`config.mk`:
```
export PLATFORM = sky130hd
export DESIGN_NAME = csa_tree_pipe_flat
export DESIGN_NICKNAME = d
export VERILOG_FILES = /design/src/rtl/csa_tree_pipe_if.sv /design/src/rtl/csa_tree_pipe.sv /design/src/flat_wrapper.sv
export SDC_FILE = /design/constraint.sdc
export NUM_CORES = 2
export LEC_CHECK = 0
export CORE_AREA = 2 2 475 477
export DETAILED_ROUTE_END_ITERATION = 16
export DIE_AREA = 0 0 477 479
export PLACE_DENSITY = 0.57
export SLEW_MARGIN = 20
export SYNTH_ARGS = -nofsm -noshare
export SYNTH_HDL_FRONTEND = slang
export SYNTH_SLANG_ARGS = --single-unit
```
`constraint.sdc`:
```
create_clock -name clk -period 60.9 [get_ports clk]
set_input_delay 6.09 -clock clk [delete_from_list [all_inputs] [get_ports clk]]
set_output_delay 6.09 -clock clk [all_outputs]
set_load 0.01 [all_outputs]
```
`src/rtl/csa_tree_pipe_if.sv`:
```
// csa_tree_pipe_if: valid/ready bus carrying operand beats into and redundant pairs out of the CSA tree
interface csa_tree_pipe_if #(
  parameter int WIDTH = 64,
  parameter int N_IN = 17
);
  logic in_valid, in_ready, in_acc, out_valid, out_ready;
  logic [N_IN*WIDTH-1:0] in_data;
  logic [WIDTH-1:0] out_sum, out_carry;
  modport master (output in_valid, in_data, in_acc, out_ready, input in_ready, out_valid, out_sum, out_carry);
  modport slave (input in_valid, in_data, in_acc, out_ready, output in_ready, out_valid, out_sum, out_carry);
endinterface

```
`src/rtl/csa_tree_pipe.sv`:
```
// csa_tree_pipe: pipelined 3:2 carry-save reduction of N_IN operands to a sum/carry pair, optional accumulate
module csa_tree_pipe #(
  parameter int WIDTH = 64,
  parameter int N_IN = 17,
  parameter int LVL_PER_STG = 2,
  parameter int ACC_EN = 0
) (
  input logic clk,
  input logic rst,
  input logic flush,
  csa_tree_pipe_if.slave bus
);
  function automatic int cnt(input int l);
    int n = N_IN;
    for (int i = 0; i < l; i++) n = n - n / 3;
    return n;
  endfunction
  function automatic int levels();
    int l = 0;
    while (l < 64 && cnt(l) > 2) l++;
    return l;
  endfunction
  localparam int L = levels();
  if (N_IN < 3 || N_IN > 32) begin : g_bad_n
    $error("csa_tree_pipe: N_IN must be 3..32");
  end
  if (LVL_PER_STG < 1 || LVL_PER_STG > 8) begin : g_bad_l
    $error("csa_tree_pipe: LVL_PER_STG must be 1..8");
  end
  logic adv;
  assign adv = !bus.out_valid || bus.out_ready;
  assign bus.in_ready = adv && !flush;
  for (genvar l = 0; l <= L; l++) begin : lv
    localparam int N = cnt(l);
    logic [WIDTH-1:0] v [N];
    logic vl, tg;
    if (l == 0) begin : g_in
      for (genvar k = 0; k < N; k++) begin : g_k
        assign v[k] = bus.in_data[k*WIDTH +: WIDTH];
      end
      assign vl = bus.in_valid;
      assign tg = bus.in_acc;
    end else begin : g_csa
      localparam int T = cnt(l - 1) / 3;
      logic [WIDTH-1:0] c [N];
      for (genvar j = 0; j < N; j++) begin : g_j
        if (j >= 2 * T) begin : g_pass
          assign c[j] = lv[l-1].v[j + T];
        end else begin : g_fa
          logic [WIDTH-1:0] a, b, d;
          assign a = lv[l-1].v[3 * (j / 2)];
          assign b = lv[l-1].v[3 * (j / 2) + 1];
          assign d = lv[l-1].v[3 * (j / 2) + 2];
          assign c[j] = (j % 2 == 0) ? a ^ b ^ d : ((a & b) | (a & d) | (b & d)) << 1;
        end
      end
      if (l % LVL_PER_STG == 0 || l == L) begin : g_reg
        always_ff @(posedge clk or posedge rst)
          if (rst) begin
            v <= '{default: '0};
            vl <= 1'b0;
            tg <= 1'b0;
          end else if (flush) vl <= 1'b0;
          else if (adv) begin
            v <= c;
            vl <= lv[l-1].vl;
            tg <= lv[l-1].tg;
          end
      end else begin : g_wire
        assign v = c;
        assign vl = lv[l-1].vl;
        assign tg = lv[l-1].tg;
      end
    end
  end
  if (ACC_EN != 0) begin : g_acc
    logic [WIDTH-1:0] hs, hc, os, oc, ps, pc, s1, k1, ms, mc, t0, t1;
    logic ov, take;
    assign take = bus.out_valid && bus.out_ready;
    assign t0 = lv[L].v[0];
    assign t1 = lv[L].v[1];
    // a pair leaving this very cycle is the one a tagged beat must add
    assign ps = lv[L].tg ? (take ? os : hs) : '0;
    assign pc = lv[L].tg ? (take ? oc : hc) : '0;
    assign s1 = t0 ^ t1 ^ ps;
    assign k1 = ((t0 & t1) | (t0 & ps) | (t1 & ps)) << 1;
    assign ms = s1 ^ k1 ^ pc;
    assign mc = ((s1 & k1) | (s1 & pc) | (k1 & pc)) << 1;
    always_ff @(posedge clk or posedge rst)
      if (rst) begin
        {os, oc, hs, hc} <= '0;
        ov <= 1'b0;
      end else if (flush) begin
        {hs, hc} <= '0;
        ov <= 1'b0;
      end else begin
        if (take) {hs, hc} <= {os, oc};
        if (adv) begin
          {os, oc} <= {ms, mc};
          ov <= lv[L].vl;
        end
      end
    assign bus.out_sum = os;
    assign bus.out_carry = oc;
    assign bus.out_valid = ov;
  end else begin : g_noacc
    assign bus.out_sum = lv[L].v[0];
    assign bus.out_carry = lv[L].v[1];
    assign bus.out_valid = lv[L].vl;
  end
endmodule

```
`src/flat_wrapper.sv`:
```
// flat-port wrapper written by rule: the top's interface ports become plain ports
module csa_tree_pipe_flat 
#(
  parameter int WIDTH = 64,
  parameter int N_IN = 17,
  parameter int LVL_PER_STG = 2,
  parameter int ACC_EN = 0
)
  (clk, rst, flush, bus_in_valid, bus_in_data, bus_in_acc, bus_out_ready, bus_in_ready, bus_out_valid, bus_out_sum, bus_out_carry);
  csa_tree_pipe_if #(.WIDTH(WIDTH), .N_IN(N_IN)) bus_i ();
  input logic clk;
  input logic rst;
  input logic flush;
  input wire logic [$bits(bus_i.in_valid)-1:0] bus_in_valid;
  input wire logic [$bits(bus_i.in_data)-1:0] bus_in_data;
  input wire logic [$bits(bus_i.in_acc)-1:0] bus_in_acc;
  input wire logic [$bits(bus_i.out_ready)-1:0] bus_out_ready;
  output wire logic [$bits(bus_i.in_ready)-1:0] bus_in_ready;
  output wire logic [$bits(bus_i.out_valid)-1:0] bus_out_valid;
  output wire logic [$bits(bus_i.out_sum)-1:0] bus_out_sum;
  output wire logic [$bits(bus_i.out_carry)-1:0] bus_out_carry;
  assign bus_i.in_valid = bus_in_valid;
  assign bus_i.in_data = bus_in_data;
  assign bus_i.in_acc = bus_in_acc;
  assign bus_i.out_ready = bus_out_ready;
  assign bus_in_ready = bus_i.in_ready;
  assign bus_out_valid = bus_i.out_valid;
  assign bus_out_sum = bus_i.out_sum;
  assign bus_out_carry = bus_i.out_carry;
  csa_tree_pipe #(.WIDTH(WIDTH), .N_IN(N_IN), .LVL_PER_STG(LVL_PER_STG), .ACC_EN(ACC_EN)) u_core (.clk(clk), .rst(rst), .flush(flush), .bus(bus_i));
endmodule
```
==> flow_summary.yaml <==
placed_design:
  portBuffers: 1220
  dp_hpwl_um: 160000
  gp_congestion: 0.982
critical_path:
  cpMostUsedCell: "clkdlybuf4s50_1"
  cp_max_fo: 57
  cp.arrival_ns: 8.46
  critPathRequiredTime_ns: 54.81
  crit_type: "primary input to primary output"
  slowest_stage: "clkdlybuf4s50_1"
  cpLargestDelayFamily: "buffers and inverters"
  cp_slowest_stage_delay_ns: 0.68
  path_depth: 6
  cp-end-kind: "primary output"
  setup.worst_path.start_class: "primary input"
  ff2ff_path_depth: 7
  crit_path_cell_trace: "clkdlybuf4s50_1, nor2b_4, buf_4, or2_4, inv_8, clkdlybuf4s50_1"
  cp.buffers_inverters: 4
routing:
  wl_um: 191000
  antenna_left: 0
  via_per_inst: 4.00
  firstDrtPassIters: 5
  drt_iter0_drc: 1486
  routedWlPerCell_um: 21.0
  route.detailed.drc: 0
  vias: 36300
timing:
  post-route-period-util_pct: 23.9
  drv_slew: 0
  min_period_ns: 14.55
  rsz0062_at_grt: "false"
  setup_viol: 0
  fin_setup_tns_ns: 0
  tightest_slew_ns: 1.14
  clock.fmax_mhz: 68.7
  hold_viol: 0
  slew_headroom_pct: 23.8
  skew_ns: 0.0442
yosys:
  synthArstFlopShare_pct: 100
  yosys_register_bits: 889
  syn_area_um2: 60100
  postSynthCellCount: 4790
  synth_area_leaders: "dfrtp_1 (37%), fa_1 (31%), inv_1 (10%), mux2_4 (10%), mux2_2 (4.3%)"
  synth_common_cells: "inv_1 (1630), fa_1 (932), dfrtp_1 (889)"
  synth_flop_cell: "dfrtp_1"
  synth-edff-count: 0
  synth.most_common_cell: "inv_1"
  yosys.area.top_type: "dfrtp_1"
  ys_seq_area_share_pct: 37.0
  synth_top_area_share_pct: 37.0
  synth_warnings: 0
  synth_cell_types: 22
  avgSynthCellArea_um2: 12.6
final_layout:
  synthToLayoutAreaGrowth_pct: 30.7
  fillers: 22200
  ff_latch_area_um2: 22200
  multi_input_area_um2: 30300
  layout-drive-gt1-share_pct: 13.8
  num-nets-final: 8023
clocking:
  cts_root_buf: "clkbuf_16"
  ctsResizeCount: 0
  cts_tree: "yes"
  clockBufferDepth: 3
  clk_latency_ns: 0.74
  cts_setup_buffers: 0
  htree_levels: 3
  ctsHoldBuffers: 0
  clock-sinks: 889
  cts_buffers: 105
  path_clk_slew_ns: 0.05
pwr:
  ir_drop_mv: 0.0277
  total_leakage_power_nw: 37.7
  pwr_density_cell_nw_per_um2: 39.1
  finalPower_w: 0.00307
global_route:
  antenna_found_initial: 26
  gr-total-overflow: 0
  gr-usage-all-layers_pct: 16.8
  grt_max_degree: 171
  grt_pass1_vias: 41700
  grt_pass1_wl_um: 283000
floorplan:
  io_pins: 1224
  coreArea_um2: 224000
  rows: 174
  die_h_um: 479
  chipWidth_um: 477
  start_util_pct: 26.9
  die_area_um2: 228000
outcome:
  outcome: "complete, no violations"
min_path:
  whs_path_depth: 1
  hold_class: "flop to flop"
run:
  cap_viol_max_count: 0
cell usage in the layout, fill, tap and decap left out:
master	netlist	layout
clkbuf_16	0	105
inv_1	1630	1629
clkinvlp_4	0	4
clkinv_4	0	2
clkinv_2	0	14
clkinv_16	0	4
clkbuf_8	0	28
clkbuf_1	84	19
buf_4	17	23
inv_6	0	8
inv_16	0	1
inv_8	0	2
buf_12	45	5
nor2_1	4	4
diode_2	0	11
fa_1	932	932
or2_4	0	1
ha_1	9	9
nor2b_4	1	1
mux2_2	232	232
xor2_1	3	3
buf_8	1	1
conb_1	1	2
xnor3_1	8	8
mux2i_1	2	2
xnor2_1	11	11
bufinv_16	0	8
dfrtp_1	889	889
clkdlybuf4s50_1	0	1219
o21ai_0	508	508
mux2_4	400	400
worst register-to-register path: cells and delay by family, from the launching register on:
kind	cells	cell delay [ns]
flip-flops	1	0.46
AND/OR/NAND/NOR	2	0.50
multiplexers	1	0.49
buffers and inverters	4	2.30
flip-flops by register name, indices dropped and copies added (netlist names):
signal / cells
u_core.lv.g_csa.g_j.g_fa.b: 254
u_core.bus.out_carry: 62
u_core.lv.vl: 2
u_core.bus.out_sum: 64
u_core.bus.out_valid: 1
u_core.lv.g_csa.g_j.g_fa.d: 316
u_core.lv.g_csa.g_j.g_fa.a: 190
through the flow:
stage	utilization [%]	instances	setup slack (ns)	area [um2]	hold WS, ns
3_5_place_dp	33.5	8873	46.33	74900	0.491
3_3_place_gp	33.5	8873	46.36	74900	0.490
5_1_grt	35.1	9070	46.28	78600	0.515
4_1_cts	35.1	9066	46.32	78600	0.508
2_1_floorplan	-	4791	29.82	60100	0.466
6_report	35.2	9077	46.35	78600	0.503
power by group:
part | total, W | internal, W | switching (W)
registers | 0.000975 | 0.000818 | 0.000156
logic | 0.00144 | 0.000785 | 0.000655
clock network | 0.000656 | 0.000388 | 0.000268
total | 0.00307 | 0.00199 | 0.00108
cell type report:
| cell class | instances | area share (%) |
|---|---|---|
| clock inverters | 41 | 0.723 |
| inverters | 1631 | 7.81 |
| clock buffers | 152 | 3.92 |
| well taps | 2992 | 4.76 |
| repair buffers | 1248 | 15.9 |
| diodes | 11 | 0.0350 |
| flip-flops and latches | 889 | 28.3 |
| multi-input cells | 2113 | 38.6 |
cells by family (layout without fill, tap and decap cells):
group           count (synthesis)  count (layout)  synth area share, %
buf+inv                      1789            3072                 12.6
fa+ha+maj                     941             941                 31.2
flops                         889             889                 37.0
mux                           634             634                 14.4
compound gates                508             508                 4.23
xor+xnor                       22              22                0.504
simple gates                    6               6               0.0583
other cells                     1              13              0.00624
routing by layer:
layer	track usage, %	vias up	routed length, um
met4	4.53	20	4540
met1	20.9	18700	78200
met2	29.2	1026	96200
li1	-	16400	-
met3	3.98	170	11700
met5	0	-	114
worst paths after layout:
path / start / to / slack [ns]
setup / recovery: bus_out_ready / bus_in_ready / 46.35
hold / removal: u_core.bus.out_sum[42] / u_core.bus.out_sum[42] / 0.50
setup reg to reg: u_core.bus.out_valid / u_core.bus.out_sum[43] / 57.02
hold reg to reg: u_core.bus.out_sum[42] / u_core.bus.out_sum[42] / 0.50
max in group asynchronous: rst / u_core.bus.out_carry[37] / 50.31
min in group asynchronous: rst / u_core.bus.out_sum[14] / 5.90
Power figures use the tool's default switching activity.
